$ cat config.mk
export PLATFORM = sky130hd
export DESIGN_NAME = cdb_arbiter_flat
export DESIGN_NICKNAME = d
export VERILOG_FILES = /design/src/rtl/cdb_arbiter_pkg.sv /design/src/rtl/cdb_arbiter_if.sv /design/src/rtl/cdb_arbiter_wb_fifo.sv /design/src/rtl/cdb_arbiter.sv /design/src/flat_wrapper.sv
export SDC_FILE = /design/constraint.sdc
export NUM_CORES = 1
export LEC_CHECK = 0
export CAP_MARGIN = 20
export CORE_MARGIN = 8
export CORE_UTILIZATION = 50
export DETAILED_ROUTE_END_ITERATION = 6
export PLACE_DENSITY = 0.7
export SLEW_MARGIN = 5
export SYNTH_ARGS = -nofsm -noshare
export SYNTH_HDL_FRONTEND = slang
export SYNTH_SLANG_ARGS = --single-unit
$ cat constraint.sdc
create_clock -name clk_in -period 13.1 [get_ports clk_in]
set_input_delay 2.62 -clock clk_in [delete_from_list [all_inputs] [get_ports clk_in]]
set_output_delay 2.62 -clock clk_in [all_outputs]
set_load 0.03 [all_outputs]
$ cat src/rtl/cdb_arbiter_pkg.sv
// cdb_arbiter_pkg: shared widths, source encodings and the round-robin pick for the CDB arbiter.
package cdb_arbiter_pkg;
    localparam int ROB_WIDTH_BIT = 4;
    localparam int FIFO_DEPTH_BIT = 1;
    typedef enum logic {CDB_SRC_ALU = 1'b0, CDB_SRC_LSB = 1'b1} cdb_src_t;
    // Only meaningful when at least one candidate is present; ties go to the source not granted last.
    function automatic cdb_src_t rr_pick(logic alu_c, logic lsb_c, cdb_src_t last);
        return (alu_c && (!lsb_c || last == CDB_SRC_LSB)) ? CDB_SRC_ALU : CDB_SRC_LSB;
    endfunction
endpackage

$ cat src/rtl/cdb_arbiter_if.sv
// cdb_arbiter_if: ALU/LSB result handshakes and the registered CDB broadcast.
interface cdb_arbiter_if #(
    parameter int ROB_WIDTH_BIT = cdb_arbiter_pkg::ROB_WIDTH_BIT
);
    logic alu_valid, alu_ready, lsb_valid, lsb_ready, cdb_valid;
    logic [ROB_WIDTH_BIT-1:0] alu_rob_id, lsb_rob_id, cdb_rob_id;
    logic [31:0] alu_val, lsb_val, cdb_val;
    modport slave (
        input  alu_valid, alu_rob_id, alu_val, lsb_valid, lsb_rob_id, lsb_val,
        output alu_ready, lsb_ready, cdb_valid, cdb_rob_id, cdb_val
    );
    modport master (
        output alu_valid, alu_rob_id, alu_val, lsb_valid, lsb_rob_id, lsb_val,
        input  alu_ready, lsb_ready, cdb_valid, cdb_rob_id, cdb_val
    );
endinterface

$ cat src/rtl/cdb_arbiter_wb_fifo.sv
// wb_fifo: small circular FIFO holding one source's completed results until granted.
module wb_fifo #(
    parameter int DATA_WIDTH = 36,
    parameter int DEPTH_BIT = 1
) (
    input  logic                  clk_in,
    input  logic                  rst_in,
    input  logic                  rdy_in,
    input  logic                  flush,
    input  logic                  push,
    input  logic                  pop,
    input  logic [DATA_WIDTH-1:0] din,
    output logic [DATA_WIDTH-1:0] dout,
    output logic                  empty,
    output logic                  full
);
    localparam int DEPTH = 1 << DEPTH_BIT;
    localparam int CW = DEPTH_BIT + 1;
    logic [DATA_WIDTH-1:0] mem_q [DEPTH];
    logic [DATA_WIDTH-1:0] mem_d [DEPTH];
    logic [DEPTH_BIT-1:0] wr_ptr_q, wr_ptr_d, rd_ptr_q, rd_ptr_d;
    logic [CW-1:0] cnt_q, cnt_d;
    assign empty = cnt_q == '0;
    assign full = cnt_q == CW'(DEPTH);
    assign dout = mem_q[rd_ptr_q];
    always_comb begin
        mem_d = mem_q;
        if (rdy_in && !flush && push) mem_d[wr_ptr_q] = din;
        wr_ptr_d = !rdy_in ? wr_ptr_q : flush ? '0 : wr_ptr_q + DEPTH_BIT'(push);
        rd_ptr_d = !rdy_in ? rd_ptr_q : flush ? '0 : rd_ptr_q + DEPTH_BIT'(pop);
        cnt_d = !rdy_in ? cnt_q : flush ? '0 : cnt_q + CW'(push) - CW'(pop);
    end
    always_ff @(posedge clk_in or posedge rst_in) begin
        if (rst_in) begin
            mem_q <= '{default: '0};
            wr_ptr_q <= '0;
            rd_ptr_q <= '0;
            cnt_q <= '0;
        end else begin
            mem_q <= mem_d;
            wr_ptr_q <= wr_ptr_d;
            rd_ptr_q <= rd_ptr_d;
            cnt_q <= cnt_d;
        end
    end
endmodule

$ cat src/rtl/cdb_arbiter.sv
// cdb_arbiter: buffers ALU and LSB results per source and broadcasts one per cycle on the CDB,
// round-robin between the two sources.
module cdb_arbiter #(
    parameter int ROB_WIDTH_BIT = cdb_arbiter_pkg::ROB_WIDTH_BIT,
    parameter int FIFO_DEPTH_BIT = cdb_arbiter_pkg::FIFO_DEPTH_BIT
) (
    input logic          clk_in,
    input logic          rst_in,
    input logic          rdy_in,
    input logic          clear,
    cdb_arbiter_if.slave bus
);
    import cdb_arbiter_pkg::*;
    localparam int DW = ROB_WIDTH_BIT + 32;
    logic alu_full, alu_empty, lsb_full, lsb_empty, grant, alu_push, lsb_push, alu_pop, lsb_pop;
    logic [DW-1:0] alu_head, lsb_head;
    cdb_src_t win, last_grant_q, last_grant_d;
    logic cdb_valid_q, cdb_valid_d;
    logic [ROB_WIDTH_BIT-1:0] cdb_rob_id_q, cdb_rob_id_d;
    logic [31:0] cdb_val_q, cdb_val_d;
    assign bus.alu_ready = rdy_in && !alu_full;
    assign bus.lsb_ready = rdy_in && !lsb_full;
    assign bus.cdb_valid = cdb_valid_q;
    assign bus.cdb_rob_id = cdb_rob_id_q;
    assign bus.cdb_val = cdb_val_q;
    assign alu_push = bus.alu_valid && bus.alu_ready;
    assign lsb_push = bus.lsb_valid && bus.lsb_ready;
    assign grant = rdy_in && !clear && !(alu_empty && lsb_empty);
    assign win = rr_pick(!alu_empty, !lsb_empty, last_grant_q);
    assign alu_pop = grant && win == CDB_SRC_ALU;
    assign lsb_pop = grant && win == CDB_SRC_LSB;
    wb_fifo #(.DATA_WIDTH(DW), .DEPTH_BIT(FIFO_DEPTH_BIT)) u_alu_fifo (
        .clk_in(clk_in), .rst_in(rst_in), .rdy_in(rdy_in), .flush(clear),
        .push(alu_push), .pop(alu_pop), .din({bus.alu_rob_id, bus.alu_val}),
        .dout(alu_head), .empty(alu_empty), .full(alu_full)
    );
    wb_fifo #(.DATA_WIDTH(DW), .DEPTH_BIT(FIFO_DEPTH_BIT)) u_lsb_fifo (
        .clk_in(clk_in), .rst_in(rst_in), .rdy_in(rdy_in), .flush(clear),
        .push(lsb_push), .pop(lsb_pop), .din({bus.lsb_rob_id, bus.lsb_val}),
        .dout(lsb_head), .empty(lsb_empty), .full(lsb_full)
    );
    // Tag/value hold their last broadcast when nothing is granted, including on clear.
    always_comb begin
        last_grant_d = !rdy_in ? last_grant_q : clear ? CDB_SRC_LSB : grant ? win : last_grant_q;
        cdb_valid_d = rdy_in ? grant : cdb_valid_q;
        {cdb_rob_id_d, cdb_val_d} = !grant ? {cdb_rob_id_q, cdb_val_q} : alu_pop ? alu_head : lsb_head;
    end
    always_ff @(posedge clk_in or posedge rst_in) begin
        if (rst_in) begin
            last_grant_q <= CDB_SRC_LSB;
            cdb_valid_q <= 1'b0;
            cdb_rob_id_q <= '0;
            cdb_val_q <= '0;
        end else begin
            last_grant_q <= last_grant_d;
            cdb_valid_q <= cdb_valid_d;
            cdb_rob_id_q <= cdb_rob_id_d;
            cdb_val_q <= cdb_val_d;
        end
    end
endmodule

$ cat src/flat_wrapper.sv
// flat-port wrapper written by rule: the top's interface ports become plain ports
module cdb_arbiter_flat import cdb_arbiter_pkg::*;
#(
    parameter int ROB_WIDTH_BIT = cdb_arbiter_pkg::ROB_WIDTH_BIT,
    parameter int FIFO_DEPTH_BIT = cdb_arbiter_pkg::FIFO_DEPTH_BIT
)
  (clk_in, rst_in, rdy_in, clear, bus_alu_valid, bus_alu_rob_id, bus_alu_val, bus_lsb_valid, bus_lsb_rob_id, bus_lsb_val, bus_alu_ready, bus_lsb_ready, bus_cdb_valid, bus_cdb_rob_id, bus_cdb_val);
  cdb_arbiter_if #(.ROB_WIDTH_BIT(ROB_WIDTH_BIT)) bus_i ();
  input logic clk_in;
  input logic rst_in;
  input logic rdy_in;
  input logic clear;
  input wire logic [$bits(bus_i.alu_valid)-1:0] bus_alu_valid;
  input wire logic [$bits(bus_i.alu_rob_id)-1:0] bus_alu_rob_id;
  input wire logic [$bits(bus_i.alu_val)-1:0] bus_alu_val;
  input wire logic [$bits(bus_i.lsb_valid)-1:0] bus_lsb_valid;
  input wire logic [$bits(bus_i.lsb_rob_id)-1:0] bus_lsb_rob_id;
  input wire logic [$bits(bus_i.lsb_val)-1:0] bus_lsb_val;
  output wire logic [$bits(bus_i.alu_ready)-1:0] bus_alu_ready;
  output wire logic [$bits(bus_i.lsb_ready)-1:0] bus_lsb_ready;
  output wire logic [$bits(bus_i.cdb_valid)-1:0] bus_cdb_valid;
  output wire logic [$bits(bus_i.cdb_rob_id)-1:0] bus_cdb_rob_id;
  output wire logic [$bits(bus_i.cdb_val)-1:0] bus_cdb_val;
  assign bus_i.alu_valid = bus_alu_valid;
  assign bus_i.alu_rob_id = bus_alu_rob_id;
  assign bus_i.alu_val = bus_alu_val;
  assign bus_i.lsb_valid = bus_lsb_valid;
  assign bus_i.lsb_rob_id = bus_lsb_rob_id;
  assign bus_i.lsb_val = bus_lsb_val;
  assign bus_alu_ready = bus_i.alu_ready;
  assign bus_lsb_ready = bus_i.lsb_ready;
  assign bus_cdb_valid = bus_i.cdb_valid;
  assign bus_cdb_rob_id = bus_i.cdb_rob_id;
  assign bus_cdb_val = bus_i.cdb_val;
  cdb_arbiter #(.ROB_WIDTH_BIT(ROB_WIDTH_BIT), .FIFO_DEPTH_BIT(FIFO_DEPTH_BIT)) u_core (.clk_in(clk_in), .rst_in(rst_in), .rdy_in(rdy_in), .clear(clear), .bus(bus_i));
endmodule
# After elaboration in Yosys (flattened, before gate mapping)
# Index checks and enable logic that the tools add are counted.
# classes
magnitude_cmp,6
mux,22
eq_ne,2
addsub,8
reduce_logical,24
bitwise_logic,4
# ops
operator,n
36-bit two-way mux,9
72-bit bitwise mux,2
36-bit demux with 1-bit select,2
1-bit logical AND,14
"2-bit >= comparator, second input constant",4
1-bit inverter with 2-bit output,4
1-bit two-way mux,7
1-bit zero test,5
1-bit adder,4
2-bit by 1-bit adder with 2-bit output,2
"2-bit == test, second input constant",2
2-bit zero test,2
"2-bit by 1-bit less-than comparator with 1-bit output, second input constant",2
2-bit two-way mux,2
2-bit by 1-bit subtractor with 2-bit output,2
2-bit AND reduction,1
2-bit nonzero test,1
1-bit logical OR,1
# word_totals
wordCells,80
register_bits,190

# Longest topological paths before layout
# Gate-level depths: netlist of the first run.
# logic_depth
ltp_word,7
ltp_mapped,13
mapped_depth_nobuf,10

# Hierarchy
# From an unflattened synthesis of the first run, not the netlist that was laid out.
# hier_totals
hier_cells,617
area_unflattened_um2,9117.5
# by_module_without_submodules
module,n_inst,cells_per_inst,area_each_um2
wb_fifo,2,220,3528.4
cdb_arbiter,1,177,2060.7

# Least setup slack after synthesis of the first run
# OpenSTA, ideal clock, no wires.
# synth_timing
path_kind,in2out
from,in rdy_in
to,out bus_lsb_ready
setup_slack_ps,7126
path_stages,3
path_buffers,1
required_ps,10480
arrival_time_ps,3354
cell_sequence,buf_4 > inv_1 > a21oi_1
# synth_between
elab_chain_len,1
# synth_rtl
item,line_no,text
from (decl),flat_wrapper.sv:11,input logic rdy_in;
1-bit logical AND,cdb_arbiter.sv:22,assign bus.lsb_ready = rdy_in && !lsb_full;
to (decl),flat_wrapper.sv:20,output wire logic [$bits(bus_i.lsb_ready)-1:0] bus_lsb_ready;
# Every way passes these cells.

# Worst setup path after layout of the first run
# Same ends and word-level chain as after synthesis.

==> impl_metrics.tcl, run 1 <==
set metrics [dict create \
    initial_utilization_pct 50.7 \
    path_class "input pin to output pin" \
    dr.pass1.iters 4 \
    nets 800 \
    ir_drop_mv 0.128 \
    cts_made_buffers 17 \
    slowest_delay_ns 0.73 \
    cts_root_buffer "clkbuf_16" \
    die_h_um 148 \
    gp_congestion 0.739 \
    cts_tree "yes" \
    place_inst 923 \
    yosysWarnings 0 \
    p_per_area_nw_per_um2 241 \
    antenna_found_initial 0 \
    crit_top_cell "clkdlybuf4s50_1" \
    crit_path_end_kind "output pin" \
    finalCritPeriodShare_pct 54.1 \
    synth.distinct_cells 42 \
    yosys_most_used_dff "dfrtp_1" \
    holdBufCountCts 0 \
    grt_use_total_pct 18.9 \
    min_path_type "register to register" \
    routed_wl_mm 19.9 \
    grt_pass1_vias 5853 \
    h-tree-depth 4 \
    cts_sinks 190 \
    dr.max_layer_used "met4" \
    outcome "finished, final reports clean" \
    worst_slew_pin_slew_ns 1.05 \
    setup_tns_ns 0 \
    async_flop_share_pct 100 \
    crit_chain "clkdlybuf4s50_1 -> inv_1 -> a21oi_1 -> clkdlybuf4s50_1" \
    leakagePower_nw 4.64 \
    slew_violations 0 \
    crit_buf_inv 3 \
    cts.clk_slew.worst_paths_ns 0.06 \
    drive_gt1_share_pct 20.0 \
    rsz0062_at_grt "no" \
    ys_ff_latch 190 \
    drt_iter0_markers 290 \
    io_buffer_count 116 \
    synth_top_area_share_pct 54.3 \
    fmax_mhz 141 \
    wl_met2_mm 9.79 \
    yosysTopAreaCell "dfrtp_1" \
    synth_commonest_cells "189 x dfrtp_1, 60 x mux2_1, 60 x mux2_4" \
    finalSetupViolCount 0 \
    finClkSkew_ns 0.0112 \
    cp-start-kind "input pin" \
    cts_buffer_depth 2 \
    synth.most_common_cell "dfrtp_1" \
    rows 48 \
    yosys-top-cells-area "dfrtp_1 54%, mux2_4 10%, mux2_1 7.8%" \
    finish.instance_area_sq_um 10600 \
    die_width_um 148 \
    cts_setup_buffers 0 \
    synthesis.area_sq_um 8700 \
    met1_length_mm 8.87 \
    coreArea_sq_um 17200 \
    die_area_sq_um 21900 \
    relSlewSlack_pct 29.7 \
    min_period_ns 7.08 \
    viasPerCell 5.57 \
    syn_to_final_growth_pct 21.5 \
    seqCellArea_sq_um 4760 \
    syn_nets 699 \
    fill_cells 1370 \
    ant_nets 0 \
    top_level_ports 117 \
    slowest_stage "clkdlybuf4s50_1" \
    path_max_fanout 10 \
    post_cts_resized 0 \
    grt_start_max_net_pins 109 \
    synth_edf_count 0 \
    cp_top_family "buffers and inverters" \
    post_dp_cell_area_sq_um 9910 \
    drc 0 \
    worst-endpoint-arrival_ns 4.46 \
    synthCells 617 \
    multiInputGateArea_sq_um 3620 \
    drv_cap 0 \
    grt_pass1_wl_mm 32.4 \
    fin_cells 956 \
    overflow 0 \
    syn_area_per_cell_sq_um 14.1 \
    num_vias 5328 \
    post_drt_wl_per_cell_um 20.8 \
    hold_viol_final 0 \
    num_antenna_cells 0 \
    post-dp-hpwl_mm 12.7 \
    yosysSeqAreaShare_pct 54.7 \
    cp.required_ns 10.48 \
    clk_latency_ns 0.42 \
    wl_met3_um 953 \
]
==> cell type report <==
class | instances | area share, %
Clock buffer | 19 | 4.28
Clock inverter | 13 | 1.76
Inverter | 8 | 0.355
Multi-Input combinational cell | 378 | 34.3
Sequential cell | 190 | 45.0
Tap cell | 225 | 2.66
Timing Repair Buffer | 123 | 11.7
==> worst paths after layout <==
path	slack, ns	startpoint	to	depth (start not counted)
hold reg to reg	0.48	u_core.u_lsb_fifo.mem_q[63]	u_core.u_lsb_fifo.mem_q[63]	1
min in group asynchronous	2.73	rst_in	u_core.u_alu_fifo.mem_q[47]	2
max in group asynchronous	9.13	rst_in	u_core.u_lsb_fifo.rd_ptr_q	4
hold / removal	0.48	u_core.u_lsb_fifo.mem_q[63]	u_core.u_lsb_fifo.mem_q[63]	1
setup / recovery	6.02	rdy_in	bus_lsb_ready	4
setup reg to reg	10.39	u_core.u_alu_fifo.cnt_q[1]	u_core.u_lsb_fifo.cnt_q[1]	10
==> metrics by stage <==
| step | setup slack [ns] | power [mW] | utilization, % | hold slack (ns) |
|---|---|---|---|---|
| global route | 5.94 | 2.70 | 61.6 | 0.494 |
| CTS | 6.03 | 2.56 | 61.4 | 0.481 |
| floorplan | 5.31 | 1.71 | - | 0.450 |
| global placement | 6.07 | 1.95 | 57.7 | 0.459 |
| detailed placement | 6.05 | 2.00 | 57.7 | 0.466 |
| finish | 6.02 | 2.55 | 61.6 | 0.477 |
==> state kept, by name, indices dropped and copies added, names as in the netlist <==
signal	cells
u_core.last_grant_q	1
u_core.u_lsb_fifo.wr_ptr_q	1
u_core.u_alu_fifo.cnt_q	2
u_core.bus.cdb_rob_id	4
u_core.u_alu_fifo.wr_ptr_q	1
u_core.bus.cdb_val	32
u_core.u_lsb_fifo.cnt_q	2
u_core.u_lsb_fifo.rd_ptr_q	1
u_core.u_alu_fifo.mem_q	72
u_core.u_lsb_fifo.mem_q	72
u_core.u_alu_fifo.rd_ptr_q	1
u_core.bus.cdb_valid	1
==> worst reg2reg max path, stage by stage (launching register included) <==
cell       delay (ns)
dfrtp_1          0.42
or2_4            0.30
a2111o_1         0.82
inv_1            0.18
ha_1             0.24
inv_1            0.06
ha_1             0.15
xnor2_1          0.14
nor3_1           0.06
a21oi_1          0.13
o2bb2ai_1        0.08
==> cells by family after synthesis <==
kind of cell | Yosys count | synth area share [%]
and+or+nand+nor | 98 | 6.74
AOI/OAI and AO/OA | 99 | 9.26
DFF | 190 | 54.7
buffers and inverters | 49 | 3.82
xor gates and xnor gates | 5 | 0.503
adders and majority gates | 4 | 0.575
muxes | 172 | 24.4
==> layout by cell type, fill, tap and decap left out, types with 3 or more instances in the layout <==
cell,count
clkbuf_16,17
dfrtp_1,187
o31ai_1,22
clkinvlp_4,3
nor2b_1,44
clkinv_2,3
ha_1,4
o221ai_1,5
buf_4,6
mux2_2,24
a21oi_1,6
a211oi_1,44
mux2i_1,28
bufinv_16,4
o21ai_0,4
mux2_4,60
nand2_1,37
inv_1,6
xor2_1,3
o221ai_2,9
mux2_1,60
clkdlybuf4s50_1,116
o2bb2ai_1,4
==> power breakdown <==
part / total, mW / leakage [nW] / internal [mW] / switching [mW]
Sequential: 1.06 / 2.32 / 0.873 / 0.183
Combinational: 0.935 / 2.02 / 0.483 / 0.452
Clock: 0.558 / 0.307 / 0.331 / 0.227
Total: 2.55 / 4.64 / 1.69 / 0.863
==> layer usage <==
metal  global-route usage, %  vias up
met5                       0        -
met3                    4.16       21
met2                    31.1      108
met4                    5.86        0
li1                        -     2425
met1                    24.4     2774
No activity file was read; power rests on OpenSTA's default activity.
==> run 2: changes to the inputs <==
- clock period: 13.1 -> 6.6 ns (I/O delays scaled with it)
==> run 2 against run 1 <==
- combinational power up 98%
- clock skew barely moved
- wire length decreased by 1.2%
- non-clock buffer count unchanged
- register-to-register slack got worse by 6.5 ns
- total power grew 96%
- largest power group unchanged
- highest routed layer unchanged
- sequential share of layout area up 0.14 points
==> impl_metrics.tcl, run 2 (synthesis results as in run 1) <==
set metrics [dict create \
    outcome "finished, final reports clean" \
    syn_to_final_growth_pct 21.1 \
    gp_congestion 0.732 \
    crit_path_end_kind "output pin" \
    worst-endpoint-arrival_ns 3.19 \
    coreArea_sq_um 17200 \
    drv_cap 0 \
    ir_drop_mv 0.245 \
    holdBufCountCts 0 \
    antenna_found_initial 0 \
    grt_start_max_net_pins 143 \
    holdWs_ns 0.478 \
    drc 0 \
    post_cts_resized 0 \
    leakagePower_nw 4.64 \
    clk_latency_ns 0.43 \
    num_vias 5301 \
    power_frac_clock_pct 21.2 \
    grt_pass1_vias 5856 \
    path_max_fanout 10 \
    p_per_area_nw_per_um2 475 \
    io_buffer_count 116 \
    drive_gt1_share_pct 19.8 \
    post-dp-hpwl_mm 12.5 \
    min_path_type "register to register" \
    dr.pass1.iters 4 \
    cts_setup_buffers 0 \
    initial_utilization_pct 50.7 \
    setup_tns_ns 0 \
    power.switching_mw 1.70 \
    finClkSkew_ns 0.0108 \
    min_period_ns 4.51 \
    num_antenna_cells 0 \
    grt_use_total_pct 18.8 \
    slew_violations 0 \
    die_area_sq_um 21900 \
    worst_slew_pin_slew_ns 1.08 \
    h-tree-depth 4 \
    cts_root_buffer "clkbuf_16" \
    post_drt_wl_per_cell_um 20.5 \
    die_h_um 148 \
    power_mw 5.01 \
    p_int_mw 3.31 \
    cts.clk_slew.worst_paths_ns 0.06 \
    cp-start-kind "input pin" \
    ant_nets 0 \
    fmax_mhz 222 \
    rsz0062_at_grt "no" \
    grt_pass1_wl_mm 32.1 \
    cp.required_ns 5.28 \
    routed_wl_mm 19.6 \
    cts_tree "yes" \
    hold_viol_final 0 \
    top_level_ports 117 \
    final_cell_mix "187 x dfrtp_1, 116 x clkdlybuf4s50_1, 60 x mux2_4, 60 x mux2_1" \
    drt_iter0_markers 227 \
    viasPerCell 5.54 \
    path_class "input pin to output pin" \
    finalCritPeriodShare_pct 68.3 \
    relSlewSlack_pct 28.1 \
    nets 800 \
    rows 48 \
    finish.utilization_pct 61.4 \
    finalSetupViolCount 0 \
    cts_buffer_depth 2 \
    overflow 0 \
    cts_sinks 190 \
    die_width_um 148 \
    final_common_cell "dfrtp_1" \
    seqPwrFrac_pct 41.9 \
    swShare_pct 33.9 \
    combPwrFrac_pct 36.9 \
    cts_made_buffers 17 \
]
## run 2: layout make-up
class / count / area [sq um]
timing repair buffer: 123 / 1230
clock buffer: 20 / 457
multi-input combinational: 378 / 3620
sequential: 190 / 4760
clock inverter: 12 / 156
tap: 225 / 282
inverter: 8 / 37.5
fill: 1329 / 6640
## run 2: routing by layer
layer | GRT usage [%] | vias to the layer above | wire [um]
li1 | - | 2457 | -
met4 | 4.74 | 0 | 194
met2 | 30.7 | 98 | 9630
met3 | 4.74 | 16 | 824
met1 | 24.6 | 2730 | 8990
met5 | 0 | - | 0
## run 2: critical path, stage by stage
cell and delay (ns):
clkdlybuf4s50_1 0.70, inv_1 0.25, a21oi_1 0.19, clkdlybuf4s50_1 0.72
## run 2: power groups by stage
stage | clock (mW) | sequential (mW) | combinational, mW
3_5_place_dp | 0 | 2.11 | 1.86
5_1_grt | 1.13 | 2.16 | 2.01
3_3_place_gp | 0 | 2.07 | 1.81
4_1_cts | 1.08 | 2.09 | 1.87
2_1_floorplan | 0 | 2.17 | 1.22
6_report | 1.06 | 2.10 | 1.85
## run 2: final timing paths
path,from,endpoint,slack [ns],depth (start not counted)
min in group asynchronous,rst_in,u_core.u_alu_fifo.mem_q[53],1.51,2
hold reg to reg,u_core.u_lsb_fifo.mem_q[71],u_core.u_lsb_fifo.mem_q[71],0.48,1
setup / recovery,rdy_in,bus_lsb_ready,2.09,4
setup reg to reg,u_core.u_alu_fifo.cnt_q[1],u_core.u_lsb_fifo.cnt_q[1],3.92,10
hold / removal,u_core.u_lsb_fifo.mem_q[71],u_core.u_lsb_fifo.mem_q[71],0.48,1
max in group asynchronous,rst_in,u_core.bus.cdb_val[4],3.90,3
## run 2: per-stage QoR
stage               instances  instance area (sq um)  setup slack [ns]
global route              956                  10500              2.04
finish                    956                  10500              2.09
floorplan                 617                   8700             0.111
detailed placement        923                   9910              2.12
CTS                       955                  10500              2.08
global placement          923                   9910              2.17
==> RTL change 1 (settings of run 2) <==
Reset style: synchronous (`rst_in`), changed in 2 clocked blocks.
--- a/src/rtl/cdb_arbiter_wb_fifo.sv
+++ b/src/rtl/cdb_arbiter_wb_fifo.sv
@@ -31,5 +31,5 @@
         cnt_d = !rdy_in ? cnt_q : flush ? '0 : cnt_q + CW'(push) - CW'(pop);
     end
-    always_ff @(posedge clk_in or posedge rst_in) begin
+    always_ff @(posedge clk_in) begin
         if (rst_in) begin
             mem_q <= '{default: '0};
--- a/src/rtl/cdb_arbiter.sv
+++ b/src/rtl/cdb_arbiter.sv
@@ -46,5 +46,5 @@
         {cdb_rob_id_d, cdb_val_d} = !grant ? {cdb_rob_id_q, cdb_val_q} : alu_pop ? alu_head : lsb_head;
     end
-    always_ff @(posedge clk_in or posedge rst_in) begin
+    always_ff @(posedge clk_in) begin
         if (rst_in) begin
             last_grant_q <= CDB_SRC_LSB;
Behaviour: differs if rst_in is asserted again (counterexample within 4 cycles, from zero or initial values and one cycle with rst_in high); with rst_in held inactive, the same outputs for 4 cycles.
==> RTL change 1 against run 2 <==
Sequential cell count unchanged. Wire length rose by 8.6%. Count of clock-buffer cells in the layout rose by 3. Setup slack improved by 0.31 ns. Synthesized area down 8.5%. Cell area is 7.5% lower. Highest routed layer unchanged.
Power is not compared: it rests on default switching activity, and its combinational part moved more than twofold at a synthesized area within 25%.
==> RTL change 1: results (changes against run 2) <==
| Metric | Value |
|---|---|
| Global-route track usage on met2 | 0.3501 (+0.04346) |
| Count of buffers not belonging to the clock network in the layout | 128 (+4.1%) |
| Startpoint of the lowest-slack register-to-register path | u_core.u_lsb_fifo.cnt_q[0] |
| Synthesized Nets | 1046 (+50%) |
| Min-Delay Startpoint | u_core.u_alu_fifo.mem_q[39] |
| Instance area at placement | 9130 sq um (-7.8%) |
| Post-synthesis compound-gate area fraction | 0.2033 (+0.1107) |
| Sequential standard cell area | 3806 sq um (-20%) |
| WP data arrival | 2.88 ns (-0.31 ns) |
| Number of cells traversed by the worst register-to-register path | 11 (+1) |
| Vias in the first global route | 6561 (+12%) |
| FF-to-FF End | u_core.u_alu_fifo.cnt_q[1] |
| Share of the yosys chip area belonging to registers | 0.4776 (-0.06890) |
| Max Clock Skew | 0.01122 ns (+0.0004229 ns) |
| Result of the run | finished clean |
| Ratio of cells with drive above 1 in the final layout | 0.09569 (-0.1027) |
| Fraction of area in multi-input gates | 0.3887 (+0.04498) |
| Synth Cell Area | 7964 sq um (-8.5%) |
| Final Critical Period | 4.198 ns (-0.3087 ns) |
| Clock network contribution to total cell area | 0.06365 (+0.005473) |
| Fraction of the mapped netlist area in adder cells | 0.006284 (+0.0005331) |
| Gp weighted congestion | 0.8052 (+10%) |
| Area contributors post-synth | dfxtp_1 (48%), nand2_1 (14%), a21oi_1 (9.8%) |
| Hold EP | u_core.u_alu_fifo.mem_q[39] |
| Fraction of met1 tracks used by global routing | 0.2621 (+0.01635) |
| Most used standard cells in the synthesized netlist | nand2_1 (306), dfxtp_1 (190), a21oi_1 (156) |
| Number of standard cells in the final layout excluding fillers | 1261 (+32%) |
| Maximum number of pins on one net before global-route repair | 104 (-27%) |
-- RTL change 1: worst max-delay path, cell delays in order --
cell and delay, ns:
clkdlybuf4s50_1 0.70, and2_1 0.19, clkdlybuf4s50_1 0.67
-- RTL change 1: power breakdown --
part / switching, uW / internal, uW / total (uW)
clock: 432 / 637 / 1070
combinational: 87.5 / 74.9 / 162
sequential: 9.47 / 1170 / 1170
total: 529 / 1880 / 2410
-- RTL change 1: worst max path at each step --
stage,start,to,cells past startpoint
after global routing,rdy_in,u_core.u_alu_fifo.cnt_q[1],12
after global placement,rdy_in,u_core.u_alu_fifo.cnt_q[1],12
final,rdy_in,bus_lsb_ready,3
after floorplan,clear,u_core.u_alu_fifo.cnt_q[1],13
after detailed placement,rdy_in,u_core.u_alu_fifo.cnt_q[1],12
after CTS,rdy_in,bus_lsb_ready,3
-- RTL change 1: layer usage --
metal	up-vias	wire length [um]
met2	188	10400
li1	3411	-
met4	0	449
met5	-	0
met3	27	1140
met1	3255	9352
==> RTL change 2 (config.mk and constraints of run 2) <==
Made on the original files. `ROB_WIDTH_BIT`: 4 -> 6.
--- a/src/rtl/cdb_arbiter_pkg.sv
+++ b/src/rtl/cdb_arbiter_pkg.sv
@@ -1,5 +1,5 @@
 // cdb_arbiter_pkg: shared widths, source encodings and the round-robin pick for the CDB arbiter.
 package cdb_arbiter_pkg;
-    localparam int ROB_WIDTH_BIT = 4;
+    localparam int ROB_WIDTH_BIT = 6;
     localparam int FIFO_DEPTH_BIT = 1;
     typedef enum logic {CDB_SRC_ALU = 1'b0, CDB_SRC_LSB = 1'b1} cdb_src_t;
Interface: changed (resized bus_alu_rob_id, bus_cdb_rob_id and bus_lsb_rob_id); port bits go from 117 to 123. The function was not compared with the original's and may differ.
==> RTL change 2 against run 2 <==
Wire length rose by 4.6%. Largest cell class unchanged. Non-clock buffer count rose by 11. Synthesized area rose by 4.1%. Power rose by 1.5%. Setup slack got worse by 0.025 ns. Synthesized cell count rose by 5.5%. Cell area rose by 4.3%. Clock skew barely moved. Register-to-register slack got worse by 0.33 ns. Global-route usage rose by 0.22 points. Sequential cell count rose by 10.
==> RTL change 2: results (changes against run 2) <==
| Metric | Value |
|---|---|
| Clk buf depth | 2 (unchanged) |
| Result of the run | finished clean |
| Most used standard cells in the synthesized netlist | dfrtp_1 (199), mux2_2 (72), mux2_4 (60) |
| Placed wire-length estimate after detailed placement | 12910 um (+3.5%) |
| Share of the yosys chip area belonging to registers | 0.5524 (+0.005882) |
| Post-detailed-route via-to-cell ratio | 5.599 (+0.97%) |
| Reported net switching power | 1640 uW (-3.3%) |
| Critical path's slowest cell | clkdlybuf4s50_1 |
| DRC violation total after the first TritonRoute iteration | 321 (+41%) |
| GR Util met3 | 0.04388 (-0.003503) |
| Clock H-tree levels | 4 (unchanged) |
| Vias in the first global route | 6118 (+4.5%) |
| Maximum number of pins on one net before global-route repair | 201 (+41%) |
| Wire per inst | 20.56 um (about the same) |
| Largest delay share family, worst path | buffers and inverters |
| Synth async-reset ratio | 1.000 (unchanged) |
| CP Max Fanout | 10 (unchanged) |
| Buffer count from post-CTS setup fixing | 0 (unchanged) |
| Leakage Power | 0.004803 uW (+3.6%) |
| Max Clock Skew | 0.01095 ns (+0.0001585 ns) |
| TritonCTS Buffers | 17 (unchanged) |
| Total Nets Final | 843 (+5.4%) |
| WP data arrival | 3.21 ns (+0.02 ns) |
| Area contributors post-synth | dfrtp_1 (55%), mux2_4 (9.9%), mux2_2 (8.9%) |
| Antenna violations before repair | 1 (+1) |
| Number of optimization iterations in the first detailed-route pass | 4 (unchanged) |
| Total of buffers placed on input and output ports | 122 (+5.2%) |
| Slew Limit Headroom | 0.2669 (-0.01371) |
| Worst IR Drop VDD | 0.2289 mV (-6.7%) |
| Clock slew at the register clock pins of the worst setup and hold paths | 0.06 ns (about the same) |
| Path class of the lowest-slack min-delay path | reg -> reg |
| Number of instances resized during post-cts repair | 0 (unchanged) |
| R2R setup slack | 3.59 ns (-0.33 ns) |
| Clock root buffer master | clkbuf_16 |
| Synthesized Nets | 737 (+5.4%) |
| Count of yosys warnings during synthesis | 0 (unchanged) |
| Overall global routing resource usage | 0.1901 (+0.002238) |
| Insertion delay to the later sink of the worst-skew pair | 0.43 ns (about the same) |
| Ratio of cells with drive above 1 in the final layout | 0.2468 (+0.04839) |
| Max stage delay on crit path | 0.70 ns (-0.02 ns) |
| Global-route wire length before repair | 33430 um (+4.0%) |
| Instance area at placement | 10370 sq um (+4.7%) |
| Count of cell types in the netlist | 41 (-2.4%) |
| Effective utilization at floorplan | 0.5062 (about the same) |
| Fraction of met1 tracks used by global routing | 0.2441 (-0.001645) |
| Gp weighted congestion | 0.7577 (+3.5%) |
| Global-route track usage on met2 | 0.3191 (+0.01241) |
[RTL change 2: cell types whose count changed in the layout (fill, tap and decap cells not counted), sizes merged, moves of 2 or more]
cell           before  now
o221ai             14   16
inv                11    7
mux2              144  152
clkbuf             20   26
dfrtp             189  199
clkdlybuf4s50     116  122
clkinvlp            1    4
nand2              37   40
clkinv              5    1
buf                 7   12
mux2i              28   32
[RTL change 2: final cells by class]
class / count / area, sq um
Multi-Input combinational cell: 395 / 3720
Antenna cell: 1 / 2.502
Inverter: 9 / 37.54
Clock inverter: 6 / 112.6
Timing Repair Buffer: 134 / 1328
Sequential cell: 200 / 5009
Tap cell: 229 / 286.5
Fill cell: 1359 / 6908
Clock buffer: 26 / 499.2
[RTL change 2: final timing paths]
check | from | endpoint | cells after the start
setup / recovery | rdy_in | bus_lsb_ready | 4
setup reg to reg | u_core.u_alu_fifo.cnt_q[1] | u_core.u_alu_fifo.cnt_q[1] | 11
max in group asynchronous | rst_in | u_core.u_lsb_fifo.rd_ptr_q | 3
hold reg to reg | u_core.u_lsb_fifo.mem_q[45] | u_core.u_lsb_fifo.mem_q[45] | 1
min in group asynchronous | rst_in | u_core.u_alu_fifo.mem_q[8] | 3
hold / removal | u_core.u_lsb_fifo.mem_q[45] | u_core.u_lsb_fifo.mem_q[45] | 1
[RTL change 2: power groups by stage]
stage / clock, uW / combinational [uW] / sequential (uW)
finish: 1080 / 1830 / 2170
global route: 1160 / 1980 / 2240
CTS: 1110 / 1850 / 2170
detailed placement: 0 / 1850 / 2180
global placement: 0 / 1790 / 2140
floorplan: 0 / 1190 / 2280
[RTL change 2: metrics by stage]
stage	setup WS, ns	cells	hold slack, ns
final	2.069	1000	0.4759
after global routing	1.920	1000	0.4851
after CTS	2.071	998	0.4815
after detailed placement	2.096	966	0.4665
after global placement	2.141	966	0.4592
after floorplan	2.692	651	0.4495
[RTL change 2: layer usage]
metal,part of all wire,up-vias
met5,0,-
met4,0.013,0
met3,0.037,17
met2,0.50,97
met1,0.45,2920
li1,-,2565
[RTL change 2: logic make-up after synthesis]
kind of cell	after synthesis	share of synthesized area
DFF	200	0.5524
and+or+nand+nor	100	0.05785
AOI/OAI and AO/OA	102	0.09237
buffers and inverters	56	0.03797
xor gates and xnor gates	5	0.004833
muxes	184	0.2491
adders and majority gates	4	0.005523
